## src/rtl/v_v2k_pipe.sv

```systemverilog
// v_v2k_pipe: DEPTH-stage valid/ready register pipeline carrying WIDTH+1-bit
// data, with a combinational ready chain, synchronous flush and an occupancy
// counter.
// Optional build macro: V_V2K_PIPE_PARITY_EN adds per-stage even-parity
// storage and a registered parity_err output.
module v_v2k_pipe #(
   parameter int WIDTH = 16,
   parameter int DEPTH = 4,
   parameter int CNT_W = 5
) (
   input  logic             clk,
   input  logic             rst,
   input  logic             in_valid,
   output logic             in_ready,
   input  logic [WIDTH:0]   in_data,
   output logic             out_valid,
   input  logic             out_ready,
   output logic [WIDTH:0]   out_data,
   input  logic             flush,
   output logic [CNT_W-1:0] occupancy
`ifdef V_V2K_PIPE_PARITY_EN
   ,
   output logic             parity_err
`endif
);

   localparam logic [CNT_W-1:0] CNT_ONE = CNT_W'(1);

   logic [DEPTH-1:0] v_q, v_d;
   logic [DEPTH-1:0] en;
   logic [DEPTH-1:0] v_in;
   logic [DEPTH-1:0] ld;
   logic [WIDTH:0]   d_q  [DEPTH];
   logic [WIDTH:0]   d_d  [DEPTH];
   logic [WIDTH:0]   d_in [DEPTH];
   logic [CNT_W-1:0] occ_q, occ_d;
   logic             accept;
   logic             emit;

   // Each stage takes its valid/data from the stage before (stage 0 from the producer).
   for (genvar g = 0; g < DEPTH; g++) begin : g_stage
      if (g == 0) begin : g_first
         assign v_in[g] = in_valid;
         assign d_in[g] = in_data;
      end else begin : g_rest
         assign v_in[g] = v_q[g-1];
         assign d_in[g] = d_q[g-1];
      end
   end

   // Ready chain: a stage may advance if empty or if the stage after it advances.
   always_comb begin
      en = '0;
      en[DEPTH-1] = ~v_q[DEPTH-1] | out_ready;
      for (int i = DEPTH - 2; i >= 0; i--) begin
         en[i] = ~v_q[i] | en[i+1];
      end
   end

   assign in_ready  = en[0] & ~flush;
   assign accept    = in_valid & in_ready;
   assign emit      = v_q[DEPTH-1] & out_ready;
   assign out_valid = v_q[DEPTH-1];
   assign out_data  = d_q[DEPTH-1];
   assign occupancy = occ_q;

   // Next-state for stage valid/data and the occupancy counter; flush clears valids only.
   always_comb begin
      v_d   = v_q;
      occ_d = occ_q;
      for (int i = 0; i < DEPTH; i++) begin
         d_d[i] = d_q[i];
         ld[i]  = en[i] & v_in[i] & ~flush;
         if (ld[i]) begin
            d_d[i] = d_in[i];
         end else begin
            d_d[i] = d_q[i];
         end
         if (flush) begin
            v_d[i] = 1'b0;
         end else if (en[i]) begin
            v_d[i] = v_in[i];
         end else begin
            v_d[i] = v_q[i];
         end
      end
      if (flush) begin
         occ_d = '0;
      end else begin
         case ({accept, emit})
            2'b10:   occ_d = occ_q + CNT_ONE;
            2'b01:   occ_d = occ_q - CNT_ONE;
            default: occ_d = occ_q;
         endcase
      end
   end

   // Stage and counter registers with synchronous reset.
   always_ff @(posedge clk) begin
      if (rst) begin
         v_q   <= '0;
         occ_q <= '0;
         for (int i = 0; i < DEPTH; i++) begin
            d_q[i] <= '0;
         end
      end else begin
         v_q   <= v_d;
         occ_q <= occ_d;
         for (int i = 0; i < DEPTH; i++) begin
            d_q[i] <= d_d[i];
         end
      end
   end

`ifdef V_V2K_PIPE_PARITY_EN
   logic [DEPTH-1:0] par_q, par_d;
   logic             perr_q, perr_d;

   function automatic logic even_par(input logic [WIDTH:0] x);
      return ^x;
   endfunction

   // Parity bits travel with the data; error flags a mismatch at the output stage.
   always_comb begin
      par_d = par_q;
      for (int i = 0; i < DEPTH; i++) begin
         if (ld[i]) begin
            par_d[i] = even_par(d_in[i]);
         end else begin
            par_d[i] = par_q[i];
         end
      end
      perr_d = v_q[DEPTH-1] & (par_q[DEPTH-1] != even_par(d_q[DEPTH-1]));
   end

   // Parity storage and the registered error flag.
   always_ff @(posedge clk) begin
      if (rst) begin
         par_q  <= '0;
         perr_q <= 1'b0;
      end else begin
         par_q  <= par_d;
         perr_q <= perr_d;
      end
   end

   assign parity_err = perr_q;
`endif

endmodule

```

## config.mk

```make
export PLATFORM = sky130hd
export DESIGN_NAME = v_v2k_pipe
export DESIGN_NICKNAME = d
export VERILOG_FILES = /design/src/rtl/v_v2k_pipe.sv
export SDC_FILE = /design/constraint.sdc
export NUM_CORES = 1
export LEC_CHECK = 0
export ABC_AREA = 0
export ABC_CLOCK_PERIOD_IN_PS = 5100
export CORE_MARGIN = 3
export CORE_UTILIZATION = 57
export DETAILED_ROUTE_END_ITERATION = 7
export PLACE_DENSITY = 0.9
export SLEW_MARGIN = 0
export SYNTH_ARGS = -nofsm -noshare
export SYNTH_HDL_FRONTEND = slang
export SYNTH_SLANG_ARGS = --single-unit
```

## constraint.sdc

```tcl
create_clock -name clk -period 5.1 [get_ports clk]
set_input_delay 1.53 -clock clk [delete_from_list [all_inputs] [get_ports clk]]
set_output_delay 1.53 -clock clk [all_outputs]
set_load 0.05 [all_outputs]
```

==> impl_metrics.env <==
export IMPL_status="completed"
export IMPL_finalCriticalPeriod_ps=4370
export IMPL_buffer_ports_inserted=45
export IMPL_clk_pin_slew_ps=70
export IMPL_rows=25
export IMPL_via_per_inst=5.200
export IMPL_drt_initial_drc_count=162
export IMPL_syn_num_nets=332
export IMPL_cts_max_level=3
export IMPL_gp_congestion=0.8155
export IMPL_avgSynthCellArea_sq_um=9.752
export IMPL_ys_ff_latch=77
export IMPL_required_ps=3570
export IMPL_multi_input_area_sq_um=1303
export IMPL_slowest_stage="clkdlybuf4s50_1"
export IMPL_met3_usage_pct=6.881
export IMPL_synth_most_common_cell="dfxtp_1"
export IMPL_crit_path_end_kind="primary output"
export IMPL_initial_core_util_pct=61.15
export IMPL_ys_types=34
export IMPL_path_depth=5
export IMPL_post_cts_buffers=0
export IMPL_grt_ovfl_total=0
export IMPL_synth_area_sq_um=2984
export IMPL_hold_path_depth=2
export IMPL_cts_tree="done"
export IMPL_antenna_found_initial=0
export IMPL_first_pass_iters=4
export IMPL_crit_fanout=7
export IMPL_yosysTopAreaCell="dfxtp_1"
export IMPL_period_share_pct=85.68
export IMPL_cp_buffers_inverters=2
export IMPL_worst_pin_slew_ps=944.1
export IMPL_utilization_pct=74.28
export IMPL_synth_edff_count=0
export IMPL_coreArea_sq_um=4880
export IMPL_layout_cells_non_filler=415
export IMPL_slew_headroom_pct=37.06
export IMPL_p_leak_uw=0.001436
export IMPL_wl_per_cell_um=13.68
export IMPL_nFillCells=384
export IMPL_grt_util_met1_pct=24.20
export IMPL_ctsRootBufferMaster="clkbuf_8"
export IMPL_post_place_cells=400
export IMPL_synth_warnings=0
export IMPL_clkLatencyLatePin_ps=350
export IMPL_reg2regPathDepth=8
export IMPL_grtUsageTotal_pct=20.12
export IMPL_final_nets=370
export IMPL_rsz0062_at_grt="no"
export IMPL_p_per_area_nw_per_um2=321.6
export IMPL_area_delta_synth_final_pct=21.47
export IMPL_ys_flop_type="dfxtp_1"
export IMPL_cp_data_arrival_time_ps=2840
export IMPL_path_cells="clkdlybuf4s50_1, and3b_1, and3_2, nor2_1, buf_4"
export IMPL_drt_wl_total_mm=5.679
export IMPL_antenna_left=0
export IMPL_ir_drop_mv=0.2321
export IMPL_drv_cap=0
export IMPL_synth_common_cells="dfxtp_1 (77), nor2_1 (61), mux2i_1 (53)"
export IMPL_drive_above_1_share_pct=8.046
export IMPL_crit_type="input port to primary output"
export IMPL_boundaryPins=46
export IMPL_setup_tns_ps=0
export IMPL_antenna_cells=0
export IMPL_clock_sinks=77
export IMPL_netlist_area_leader_share_pct=51.66
export IMPL_first_global_vias=2064
export IMPL_synthCells=306
export IMPL_grt_max_degree=71
export IMPL_postCtsHoldBufs=0
export IMPL_finalHoldViolations=0
export IMPL_regArea_sq_um=1541
export IMPL_cpLargestDelayFamily="simple AND/OR/NAND/NOR gates"
export IMPL_clock_skew_ps=5.301
export IMPL_vias=2158
export IMPL_cts_buffers=9
export IMPL_post_dp_hpwl_mm=3.800
export IMPL_netlist_top_cells_area="dfxtp_1 (52%), mux2i_1 (18%), nor2_1 (7.7%)"
export IMPL_cts_resized=0
export IMPL_slowest_delay_ps=430
export IMPL_fmax_mhz=228.8
export IMPL_startpoint_type="input port"
export IMPL_grt_busiest_layer="met2"
export IMPL_drc=0
export IMPL_met2_usage_pct=32.79
export IMPL_hp_class="register to register"
export IMPL_die_w_um=78.36
export IMPL_synthArstFlopShare_pct=0
export IMPL_slew_violations=0
export IMPL_yosysSeqAreaShare_pct=51.66
export IMPL_finalSetupViolCount=0
export IMPL_dieArea_sq_um=6140
export IMPL_grt_pass1_wl_mm=9.459
export IMPL_die_h_um=78.36
export IMPL_clock_path_buffers=2
[state kept, by name (all words and copies together), names as in the netlist]
register,count
occupancy,5
d_q,68
v_q,4
[cell families after synthesis]
logic type / share of synthesized area (%)
fa+ha+maj: 1.677
flops: 51.66
simple gates: 16.02
xor+xnor: 1.174
buf+inv: 5.241
compound gates: 6.457
mux: 17.78
[layer usage]
layer / wire [um] / part of all wire, % / vias to the layer above
met5: 0 / 0 / -
met4: 133 / 2.3 / 0
met3: 242 / 4.3 / 13
met2: 2646 / 47 / 51
met1: 2656 / 47 / 998
li1: - / - / 1096
[power by group]
part | leakage, uW | total (uW) | switching, uW | internal (uW)
Combinational | 0.000712 | 59.4 | 30.2 | 29.2
Clock | 0.000101 | 492 | 220 | 272
Sequential | 0.000623 | 614 | 5.07 | 609
Total | 0.00144 | 1170 | 255 | 910
[worst paths after layout]
path / from / endpoint / slack (ps)
max: out_ready / in_ready / 730
min: d_q[1][11]$_SDFFE_PP0P_ / d_q[2][11]$_SDFFE_PP0P_ / 450
max reg2reg: v_q[3]$_SDFFE_PP0P_ / occupancy[3]$_SDFFE_PP0P_ / 2540
min reg2reg: d_q[1][11]$_SDFFE_PP0P_ / d_q[2][11]$_SDFFE_PP0P_ / 450
[per-stage QoR]
stage / instance area [sq um] / power (uW) / hold slack, ps / setup slack [ps]
after CTS: 3625 / 1174 / 454.0 / 730.5
final: 3625 / 1166 / 450.7 / 730.2
after global routing: 3625 / 1210 / 475.4 / 645.4
after global placement: 3412 / 685.9 / 437.0 / 749.4
after detailed placement: 3412 / 687.7 / 446.0 / 731.6
after floorplan: 2984 / 665.3 / 431.5 / 897.2
[final cells by class]
cell class,count,share of cell area [%]
multi-input combinational,204,35.93
inverter,3,0.3107
clock buffer,9,3.417
clock inverter,6,2.451
tap,67,2.313
sequential,77,42.53
timing repair buffer,49,13.05
[tightest hold or removal path: cells and delay by family (launching register included)]
| kind | cells | cell delay, ps |
|---|---|---|
| flops | 1 | 310 |
| simple gates | 1 | 50 |
| compound gates | 1 | 50 |
[placed cells by master (no fill, tap or decap), types with 2 or more instances in the layout]
cell type        synthesis  final
clkinvlp_4               0      2
nand2_1                 35     35
inv_1                    3      3
a21oi_1                 20     20
and3b_1                  2      2
clkdlybuf4s50_1          0     43
o21ai_0                  3      3
dfxtp_1                 77     77
a31oi_1                  2      2
ha_1                     4      4
buf_4                    3      5
nor3b_2                  1      2
clkbuf_8                 0      9
bufinv_16                0      2
nor2_1                  61     61
or3_1                    2      2
mux2i_1                 53     53
xor2_1                   4      4
No activity file was read; power rests on OpenSTA's default activity.
